[src/rtl/level_debouncer.sv]
// level_debouncer: six-bit level-switch debouncer with a startup sequence,
// a change pulse and a sticky detector for non-contiguous fill patterns.
module level_debouncer #(
  parameter int DEBOUNCE_CYCLES = 500000,
  parameter int CNT_W           = 19
) (
  input  logic       Clk,
  input  logic       Rst,
  input  logic [5:0] SwRaw,
  input  logic       ErrClr,
  output logic [5:0] Levels,
  output logic       LevelsValid,
  output logic       Changed,
  output logic       FillError
);

  typedef enum logic [1:0] {
    ST_INIT   = 2'd0,
    ST_SETTLE = 2'd1,
    ST_RUN    = 2'd2
  } state_t;

  localparam logic [CNT_W-1:0] LP_MAX       = CNT_W'(DEBOUNCE_CYCLES - 1);
  localparam logic [CNT_W-1:0] LP_ONE       = CNT_W'(1);
  localparam logic [CNT_W-1:0] LP_INIT_LAST = CNT_W'(1);

  // A level above an empty level means a stuck or broken sensor.
  function automatic logic fill_fault(input logic [5:0] lv);
    logic f;
    f = 1'b0;
    for (int i = 1; i < 6; i++) begin
      if (lv[i] && !lv[i-1]) f = 1'b1;
    end
    return f;
  endfunction

  logic [5:0]       r_sync_p0;
  logic [5:0]       r_sync_p1;
  logic [CNT_W-1:0] r_cnt [6];
  logic [5:0]       r_levels;
  logic [5:0]       w_upd;
  state_t           r_state;
  state_t           w_state_nxt;
  logic [CNT_W-1:0] r_tmr;
  logic [CNT_W-1:0] w_tmr_nxt;
  logic             r_upd_p2;
  logic             r_changed;
  logic             r_fill_err;
  logic             w_fault;

  assign Levels      = r_levels;
  assign LevelsValid = (r_state == ST_RUN);
  assign Changed     = r_changed;
  assign FillError   = r_fill_err;
  assign w_fault     = fill_fault(r_levels);

  // Stage p0/p1: two-flop synchronizer for the asynchronous switch pins.
  always_ff @(posedge Clk or posedge Rst) begin
    if (Rst) begin
      r_sync_p0 <= '0;
      r_sync_p1 <= '0;
    end else begin
      r_sync_p0 <= SwRaw;
      r_sync_p1 <= r_sync_p0;
    end
  end

  // Per-bit acceptance: the bit flips on the edge its mismatch count is full.
  always_comb begin
    w_upd = '0;
    for (int i = 0; i < 6; i++) begin
      w_upd[i] = (r_state != ST_INIT) && (r_sync_p1[i] != r_levels[i]) &&
                 (r_cnt[i] == LP_MAX);
    end
  end

  // Debounce counters and the accepted level vector; any matching edge restarts a count.
  always_ff @(posedge Clk or posedge Rst) begin
    if (Rst) begin
      for (int i = 0; i < 6; i++) r_cnt[i] <= '0;
      r_levels <= '0;
    end else begin
      for (int i = 0; i < 6; i++) begin
        if ((r_state == ST_INIT) || (r_sync_p1[i] == r_levels[i]) || w_upd[i])
          r_cnt[i] <= '0;
        else
          r_cnt[i] <= r_cnt[i] + LP_ONE;
      end
      r_levels <= (r_levels & ~w_upd) | (r_sync_p1 & w_upd);
    end
  end

  // Startup sequencer state register.
  always_ff @(posedge Clk or posedge Rst) begin
    if (Rst) begin
      r_state <= ST_INIT;
      r_tmr   <= '0;
    end else begin
      r_state <= w_state_nxt;
      r_tmr   <= w_tmr_nxt;
    end
  end

  // Startup sequencer: fill synchronizers, let the engine settle once, then run forever.
  always_comb begin
    w_state_nxt = r_state;
    w_tmr_nxt   = r_tmr;
    case (r_state)
      ST_INIT: begin
        if (r_tmr == LP_INIT_LAST) begin
          w_state_nxt = ST_SETTLE;
          w_tmr_nxt   = '0;
        end else begin
          w_tmr_nxt = r_tmr + LP_ONE;
        end
      end
      ST_SETTLE: begin
        if (r_tmr == LP_MAX) begin
          w_state_nxt = ST_RUN;
          w_tmr_nxt   = '0;
        end else begin
          w_tmr_nxt = r_tmr + LP_ONE;
        end
      end
      ST_RUN: begin
        w_state_nxt = ST_RUN;
        w_tmr_nxt   = '0;
      end
      default: begin
        w_state_nxt = ST_INIT;
        w_tmr_nxt   = '0;
      end
    endcase
  end

  // Stage p2: change pulse one edge after an update in RUN, and the sticky fill-fault flag.
  always_ff @(posedge Clk or posedge Rst) begin
    if (Rst) begin
      r_upd_p2   <= 1'b0;
      r_changed  <= 1'b0;
      r_fill_err <= 1'b0;
    end else begin
      r_upd_p2  <= (r_state == ST_RUN) && (|w_upd);
      r_changed <= r_upd_p2;
      if ((r_state == ST_RUN) && w_fault)
        r_fill_err <= 1'b1;
      else if (ErrClr && !w_fault)
        r_fill_err <= 1'b0;
    end
  end

endmodule

[config.mk]
export PLATFORM = sky130hd
export DESIGN_NAME = level_debouncer
export DESIGN_NICKNAME = d
export VERILOG_FILES = /design/src/rtl/level_debouncer.sv
export SDC_FILE = /design/constraint.sdc
export NUM_CORES = 1
export LEC_CHECK = 0
export ABC_AREA = 1
export CAP_MARGIN = 20
export CORE_MARGIN = 2
export CORE_UTILIZATION = 55
export CTS_BUF_LIST = sky130_fd_sc_hd__clkbuf_4
export DETAILED_ROUTE_END_ITERATION = 16
export PLACE_DENSITY_LB_ADDON = 0.08
export RECOVER_POWER = 25
export SLEW_MARGIN = 30
export SYNTH_ARGS = -nofsm -noshare
export SYNTH_HDL_FRONTEND = slang
export SYNTH_SLANG_ARGS = --single-unit
[constraint.sdc]
create_clock -name Clk -period 5.8 [get_ports Clk]
set_clock_uncertainty 0.05 [all_clocks]
set_input_delay 1.16 -clock Clk [delete_from_list [all_inputs] [get_ports Clk]]
set_output_delay 1.16 -clock Clk [all_outputs]
set_load 0.1 [all_outputs]
Word-level counts from Yosys, hierarchy flattened
Cells that the tools add are included.
{"block": "op_classes", "mux": 19, "n_lt_le_gt_ge": 0, "mul": 0, "n_bitwise": 4, "n_shift": 0, "n_eq_ne": 24, "add_sub_neg": 7, "n_reduce_logical": 43, "div_mod_pow": 0}
{"cell": "two-way mux 19 bit", "count": 8}
{"cell": "adder 19 x 1 -> 19 bit, second input constant", "count": 7}
{"cell": "== test 19 bit, second input constant", "count": 7}
{"cell": "one-hot mux 19 bit (2 select lines)", "count": 1}
{"cell": "logical AND 1 bit", "count": 20}
{"cell": "== test 19 x 1 -> 1 bit, second input constant", "count": 1}
{"cell": "AND 6 bit", "count": 2}
{"cell": "logical OR 1 bit", "count": 12}
{"cell": "two-way mux 1 bit", "count": 7}
{"cell": "== test 1 bit", "count": 6}
{"cell": "logical NOT 1 bit", "count": 6}
{"cell": "inequality test 1 bit", "count": 6}
{"cell": "inverter 6 bit", "count": 1}
{"cell": "OR 6 bit", "count": 1}
{"cell": "one-hot mux 2 bit (3 select lines)", "count": 1}
{"cell": "OR reduction 6 bit", "count": 1}
{"cell": "two-way mux 2 bit", "count": 2}
{"cell": "nonzero test 2 bit", "count": 2}
{"cell": "== test 2 x 1 -> 1 bit, second input constant", "count": 1}
{"cell": "== test 2 bit, second input constant", "count": 1}
{"cell": "logical NOT 2 bit", "count": 1}
{"cell": "inequality test 2 x 1 -> 1 bit, second input constant", "count": 1}
{"cell": "inequality test 2 bit, second input constant", "count": 1}
{"cell": "AND reduction 2 bit", "count": 1}
{"block": "word_totals", "input_bits": 9, "output_inout_bits": 9, "memories": 0, "regBits": 156, "mem_bits_rw": 0, "latch_bits": 0, "romBits": 0, "wordCells": 111}

Longest topological paths before layout
Gate-level depths: netlist (run 1).
{"block": "depth", "word_depth": 11, "depth_mapped": 10, "depth_no_buf": 10}

Worst setup path before layout (run 1)
OpenSTA, ideal clock, no wires.
{"block": "synth_path", "path_type": "flip-flop to output port", "from": "register r_state[0]", "to": "output LevelsValid", "required_time_ns": 4.590, "n_path_buf": 0, "path_stages_with_launch": 3, "setup_slack_ns": 3.347, "arrival_time_ns": 1.243, "path_cell_list": "dfrtp_1 inv_1 ha_1"}
{"block": "synth_via", "elab_chain_len": 1}
{"item": "from (decl)", "line_no": "42", "source": "state_t r_state;"}
{"item": "from (signal assigned)", "line_no": "99", "source": "r_state <= w_state_nxt;"}
{"item": "== test 2 bit", "line_no": "52", "source": "assign LevelsValid = (r_state == ST_RUN);"}
{"item": "to (decl)", "line_no": "12", "source": "output logic LevelsValid,"}
Every way passes these cells.

==> flow_metrics.env, run 1 <==
export IMPL_crit_family="buffers and inverters"
export IMPL_synthMuxAreaShare_pct=0
export IMPL_grt_antenna_before_repair=1
export IMPL_slew_viol_final=89
export IMPL_worst_pin_slew_ns=3.29
export IMPL_drv_cap=1
export IMPL_path_cells="clkdlybuf4s50_1 > inv_1"
export IMPL_clk_pin_slew_worst_paths_ns=0.12
export IMPL_cts_made_buffers=17
export IMPL_nets=1093
export IMPL_ys_ff_latch=156
export IMPL_violations="max-capacitance violations, max-slew violations"
export IMPL_synth_compound_area_share_pct=4.39
export IMPL_grt_max_degree=89
export IMPL_core_area_um2=14600
export IMPL_wl_um=15900
export IMPL_synth_top_family_by_area="simple AND/OR/NAND/NOR gates"
export IMPL_holdWs_ns=0.307
export IMPL_grt_pass1_wl_um=28200
export IMPL_path_depth=2
export IMPL_htreeDepth=4
export IMPL_netlist_area_um2=8300
export IMPL_die_width_um=127
export IMPL_post_cts_repair_setup_buffers=0
export IMPL_arrival_ns=3.90
export IMPL_cts_tree="yes"
export IMPL_status="finished, violations left"
export IMPL_die_area_um2=16100
export IMPL_fp_dieH_um=127
export IMPL_r2r_slack_ns=3.63
export IMPL_max_clock_path_buffers=2
export IMPL_clock_root_buffer="clkbuf_4"
export IMPL_syn_inst=1042
export IMPL_ys_seq_area_share_pct=47.0
export IMPL_drt_wirelength_per_cell_um=12.5
export IMPL_rsz0062_at_grt="no"
export IMPL_area_delta_synth_final_pct=7.27
export IMPL_hold_path_class="flop to flop"
export IMPL_synth_adder_area_share_pct=1.66
export IMPL_clock_fmax_mhz=250
export IMPL_power_density_nw_per_um2=203
export IMPL_cp_slowest_cell="inv_1"
export IMPL_drc=0
export IMPL_postPlaceCellArea_um2=8650
export IMPL_start_util_pct=56.7
export IMPL_tns_ns=0
export IMPL_setup_worst_path_end_class="async pin"
export IMPL_postLayoutCellArea_um2=8900
export IMPL_synthDistinctLibCells=41
export IMPL_worstSetupPathType="primary input to async pin"
export IMPL_r2r_end="r_cnt[90]"
export IMPL_via_per_inst=5.09
export IMPL_ant_nets=0
export IMPL_cts_resized=0
export IMPL_route_vias_total=6470
export IMPL_hpwl_um=11600
export IMPL_fin_crit_sh_pct=69.1
export IMPL_crit_path_max_fanout=88
export IMPL_ir_drop_v=0.000139
export IMPL_std_cell_rows=44
export IMPL_crit_end="r_cnt[99]"
export IMPL_layout_drive_gt1_share_pct=9.86
export IMPL_track_usage_pct=21.6
export IMPL_leakagePower_nw=3.98
export IMPL_layout_min_cycle_time_ns=4.01
export IMPL_relSlewSlack_pct=-120
export IMPL_io_buffers=17
export IMPL_syn_nets=1062
export IMPL_cts_sinks=156
export IMPL_worstSetupStartpointType="primary input"
export IMPL_startpoint="Rst"
export IMPL_timing_rr_start="r_cnt[76]"
export IMPL_yosys_area_share_simple_pct=35.2
export IMPL_syn_area_per_cell_um2=7.96
export IMPL_max_stage_delay_ns=2.31
export IMPL_gp_congestion=0.903
export IMPL_setup_viol_count_final=0
export IMPL_dr_pass1_iters=4
export IMPL_hold_viol_final=0
export IMPL_rr_worst_depth=10
export IMPL_crit_required_ns=5.69
export IMPL_crit_buf_inv=2
export IMPL_grt_pass1_vias=6164
export IMPL_hold_buffers=0
export IMPL_drtIter0Drc=315
export IMPL_clk_latency_ns=0.56
export IMPL_grt_ovfl_total=0
export IMPL_top_level_ports=18
export IMPL_synth_xor_area_share_pct=4.54
export IMPL_ys_warnings_count=0
[cell usage after synthesis (all sizes together)]
cell type,n,area share [%]
o211ai,1,0.090
o21bai,2,0.18
xor2,37,3.9
nor2,232,12
and2,1,0.075
buf,7,0.81
a31oi,3,0.23
and3,4,0.30
nor3,59,4.2
ha,11,1.7
o31ai,2,0.18
a211oi,2,0.18
or2,3,0.23
nand4,21,1.6
nor3b,21,2.3
inv,138,6.3
nand3,65,4.2
dfrtp,156,47
nand3b,3,0.27
o21ai,22,1.5
a32oi,1,0.11
xnor2,6,0.63
a21oi,31,1.9
nand2,213,10
nor4,1,0.075
[state kept, by name (all words and copies together) (netlist names), named ones only]
signal     cells
r_tmr         19
Changed        1
r_sync_p1      6
r_state        2
r_cnt        114
FillError      1
r_upd_p2       1
r_sync_p0      6
[logic make-up (layout without fill, tap and decap cells)]
logic type                 after synthesis  after routing
xor gates and xnor gates                43             43
other                                    0              1
adders and majority gates               11             11
DFF                                    156            156
and+or+nand+nor                        623            623
buffers and inverters                  145            188
AOI/OAI and AO/OA                       64             64
[cell type report]
class                      instances  area, um2
timing repair buffer              19        180
fill                            1333       5740
tap                              184        230
sequential                       156       3900
antenna                            1       2.50
clock inverter                    12        124
clock buffer                      19        143
multi-input combinational        741       3790
inverter                         138        526
[routing by layer]
layer,vias to the layer above,GRT usage (%),part of all wire (%)
li1,3385,-,-
met1,2953,29.7,50
met2,107,33.7,45
met3,25,4.81,3.3
met4,0,7.82,2.1
met5,-,0,0
[cells in the final DEF, fill, tap and decap left out, drive strengths merged, types with 4 or more instances in the layout]
cell type        n
nor3            59
clkinv           8
clkdlybuf4s50    9
inv            139
o21ai           22
nand3           65
a21oi           31
and3             4
nor2           232
dfrtp          156
nor3b           21
clkbuf          20
xnor2            6
dlygate4sd3      7
ha              11
xor2            37
nand4           21
nand2          213
[through the flow]
stage | cells | util (%) | total power, mW | setup slack (ns)
floorplan | 1042 | - | 1.18 | 0.383
global placement | 1238 | 59.1 | 1.20 | 2.84
detailed placement | 1238 | 59.1 | 1.20 | 2.83
CTS | 1269 | 60.9 | 1.84 | 2.18
global route | 1270 | 60.8 | 1.89 | 1.07
finish | 1270 | 60.8 | 1.81 | 1.79
[worst reg2reg max path, delay by kind of cell, from the launching register on]
family / cells / cell delay, ns
simple gates: 5 / 0.89
compound gates: 2 / 0.20
buf+inv: 2 / 0.33
flops: 1 / 0.39
fa+ha+maj: 1 / 0.20
[report_power, final]
part | switching (mW) | internal (mW)
logic | 0.0482 | 0.0168
clock network | 0.369 | 0.260
registers | 0.00972 | 1.10
[how the worst min path moves through the flow]
stage	endpoint	startpoint	cells after the start	slack [ns]
after CTS	Changed	r_upd_p2	0	0.31
after detailed placement	r_sync_p1[2]	r_sync_p0[2]	0	0.29
after floorplan	Changed	r_upd_p2	0	0.28
after global routing	r_sync_p1[5]	r_sync_p0[5]	0	0.32
after global placement	r_sync_p1[5]	r_sync_p0[5]	0	0.28
final	r_sync_p1[5]	r_sync_p0[5]	0	0.31
Power figures use the tool's default switching activity.
==> run 2, diff against run 1 <==
clock period = 3.2 ns   (was 5.8 ns; I/O delays follow)
==> run 2 against run 1 <==
  * The flow now finishes without violations
  * Die area unchanged
  * First-iteration DRC count up 50%
  * Design area up 0.27%
  * Critical path type is now flop to primary output
  * Largest power group unchanged
==> flow_metrics.env, run 2 (same netlist as run 1, synthesis figures left out) <==
export IMPL_drtIter0Drc=471
export IMPL_leakagePower_nw=4.01
export IMPL_hold_path_class="flop to flop"
export IMPL_arrival_ns=1.54
export IMPL_die_area_um2=16100
export IMPL_io_buffers=17
export IMPL_nets=1092
export IMPL_clk_latency_ns=0.55
export IMPL_grt_pass1_wl_um=27000
export IMPL_htreeDepth=4
export IMPL_area_delta_synth_final_pct=7.55
export IMPL_wl_um=15400
export IMPL_layout_commonest_cell="nor2_1"
export IMPL_hold_buffers=0
export IMPL_layout_min_cycle_time_ns=2.23
export IMPL_max_clock_path_buffers=2
export IMPL_max_stage_delay_ns=0.41
export IMPL_worstSetupPathType="flop to primary output"
export IMPL_mostFrequentLayoutCells="nor2_1, nand2_1, dfrtp_1"
export IMPL_cts_resized=0
export IMPL_track_usage_pct=20.8
export IMPL_regMostFlops="r_cnt"
export IMPL_rsz0062_at_grt="no"
export IMPL_clock_root_buffer="clkbuf_4"
export IMPL_cts_sinks=156
export IMPL_drv_cap=0
export IMPL_tns_ns=0
export IMPL_top_level_ports=18
export IMPL_num_fill_cells=1359
export IMPL_grt_pass1_vias=5871
export IMPL_largest_reg_flops=114
export IMPL_postPlaceCellArea_um2=8630
export IMPL_via_per_inst=4.98
export IMPL_hpwl_um=11100
export IMPL_drc=0
export IMPL_core_area_um2=14600
export IMPL_gp_congestion=0.835
export IMPL_grt_ovfl_total=0
export IMPL_fp_dieH_um=127
export IMPL_slew_viol_final=0
export IMPL_setup_worst_path_end_class="primary output"
export IMPL_dr_pass1_iters=5
export IMPL_die_width_um=127
export IMPL_cp_slowest_cell="dfrtp_1"
export IMPL_crit_path_max_fanout=3
export IMPL_route_vias_total=6319
export IMPL_worst_pin_slew_ns=0.819
export IMPL_setup_viol_count_final=0
export IMPL_power_density_nw_per_um2=377
export IMPL_start_util_pct=56.7
export IMPL_post_cts_repair_setup_buffers=0
export IMPL_layout_drive_gt1_share_pct=10.9
export IMPL_grt_antenna_before_repair=1
export IMPL_ant_nets=0
export IMPL_grt_max_degree=157
export IMPL_drt_wirelength_per_cell_um=12.2
export IMPL_final_util_pct=61.0
export IMPL_cts_tree="yes"
export IMPL_reg_top3="r_cnt: 114 flops, r_tmr: 19 flops"
export IMPL_power_mw=3.37
export IMPL_fin_crit_sh_pct=69.8
export IMPL_hold_viol_final=0
export IMPL_cts_made_buffers=17
export IMPL_worstSetupStartpointType="flop"
export IMPL_clk_pin_slew_worst_paths_ns=0.12
export IMPL_relSlewSlack_pct=45.4
export IMPL_std_cell_rows=44
export IMPL_ir_drop_v=0.000371
export IMPL_crit_required_ns=2.51
export IMPL_status="finished, final reports clean"
export IMPL_clock_fmax_mhz=448
export IMPL_path_cells="inv_1 > ha_1 > buf_4"
export IMPL_postLayoutCellArea_um2=8930
## run 2: per-layer routing
layer / track usage, % / part of all wire [%]
met3: 3.84 / 2.5
met2: 32.0 / 45
met1: 29.8 / 51
met5: 0 / 0
met4: 7.11 / 1.4
## run 2: power by group
group          total (mW)  internal [mW]  switching, mW
logic               0.118         0.0315         0.0864
clock network        1.24          0.585          0.653
registers            2.01           2.00         0.0178
## run 2: final cells by class
class	instances	area, um2	area share (%)
inverters	138	527	5.90
repair buffers	18	168	1.88
flip-flops and latches	156	3900	43.7
well taps	184	230	2.58
clock inverters	9	120	1.35
diodes	1	2.50	0.0280
multi-input cells	741	3800	42.6
clock buffers	23	173	1.93
## run 2: worst paths after layout
path                               from            to  slack (ns)  cells past startpoint
hold reg to reg            r_sync_p0[0]  r_sync_p1[0]        0.31                      0
max in group asynchronous           Rst     r_cnt[51]        1.76                      3
setup / recovery             r_state[0]   LevelsValid        0.97                      3
min in group asynchronous           Rst     r_cnt[88]        0.72                      3
hold / removal             r_sync_p0[0]  r_sync_p1[0]        0.31                      0
setup reg to reg              r_cnt[76]     r_cnt[90]        1.32                     10
## run 2: worst max-delay path, delay by kind of cell, from the launching register on
family	cells	cell delay (ns)
adders and majority gates	1	0.20
buffers and inverters	2	0.38
DFF	1	0.41
## run 2: per-stage QoR
step | hold slack (ns) | setup slack, ns | cells
6_report | 0.308 | 0.966 | 1270
5_1_grt | 0.331 | 0.862 | 1270
4_1_cts | 0.306 | 0.895 | 1269
3_5_place_dp | 0.286 | 1.28 | 1237
3_3_place_gp | 0.286 | 1.27 | 1237
2_1_floorplan | 0.281 | 0.537 | 1042
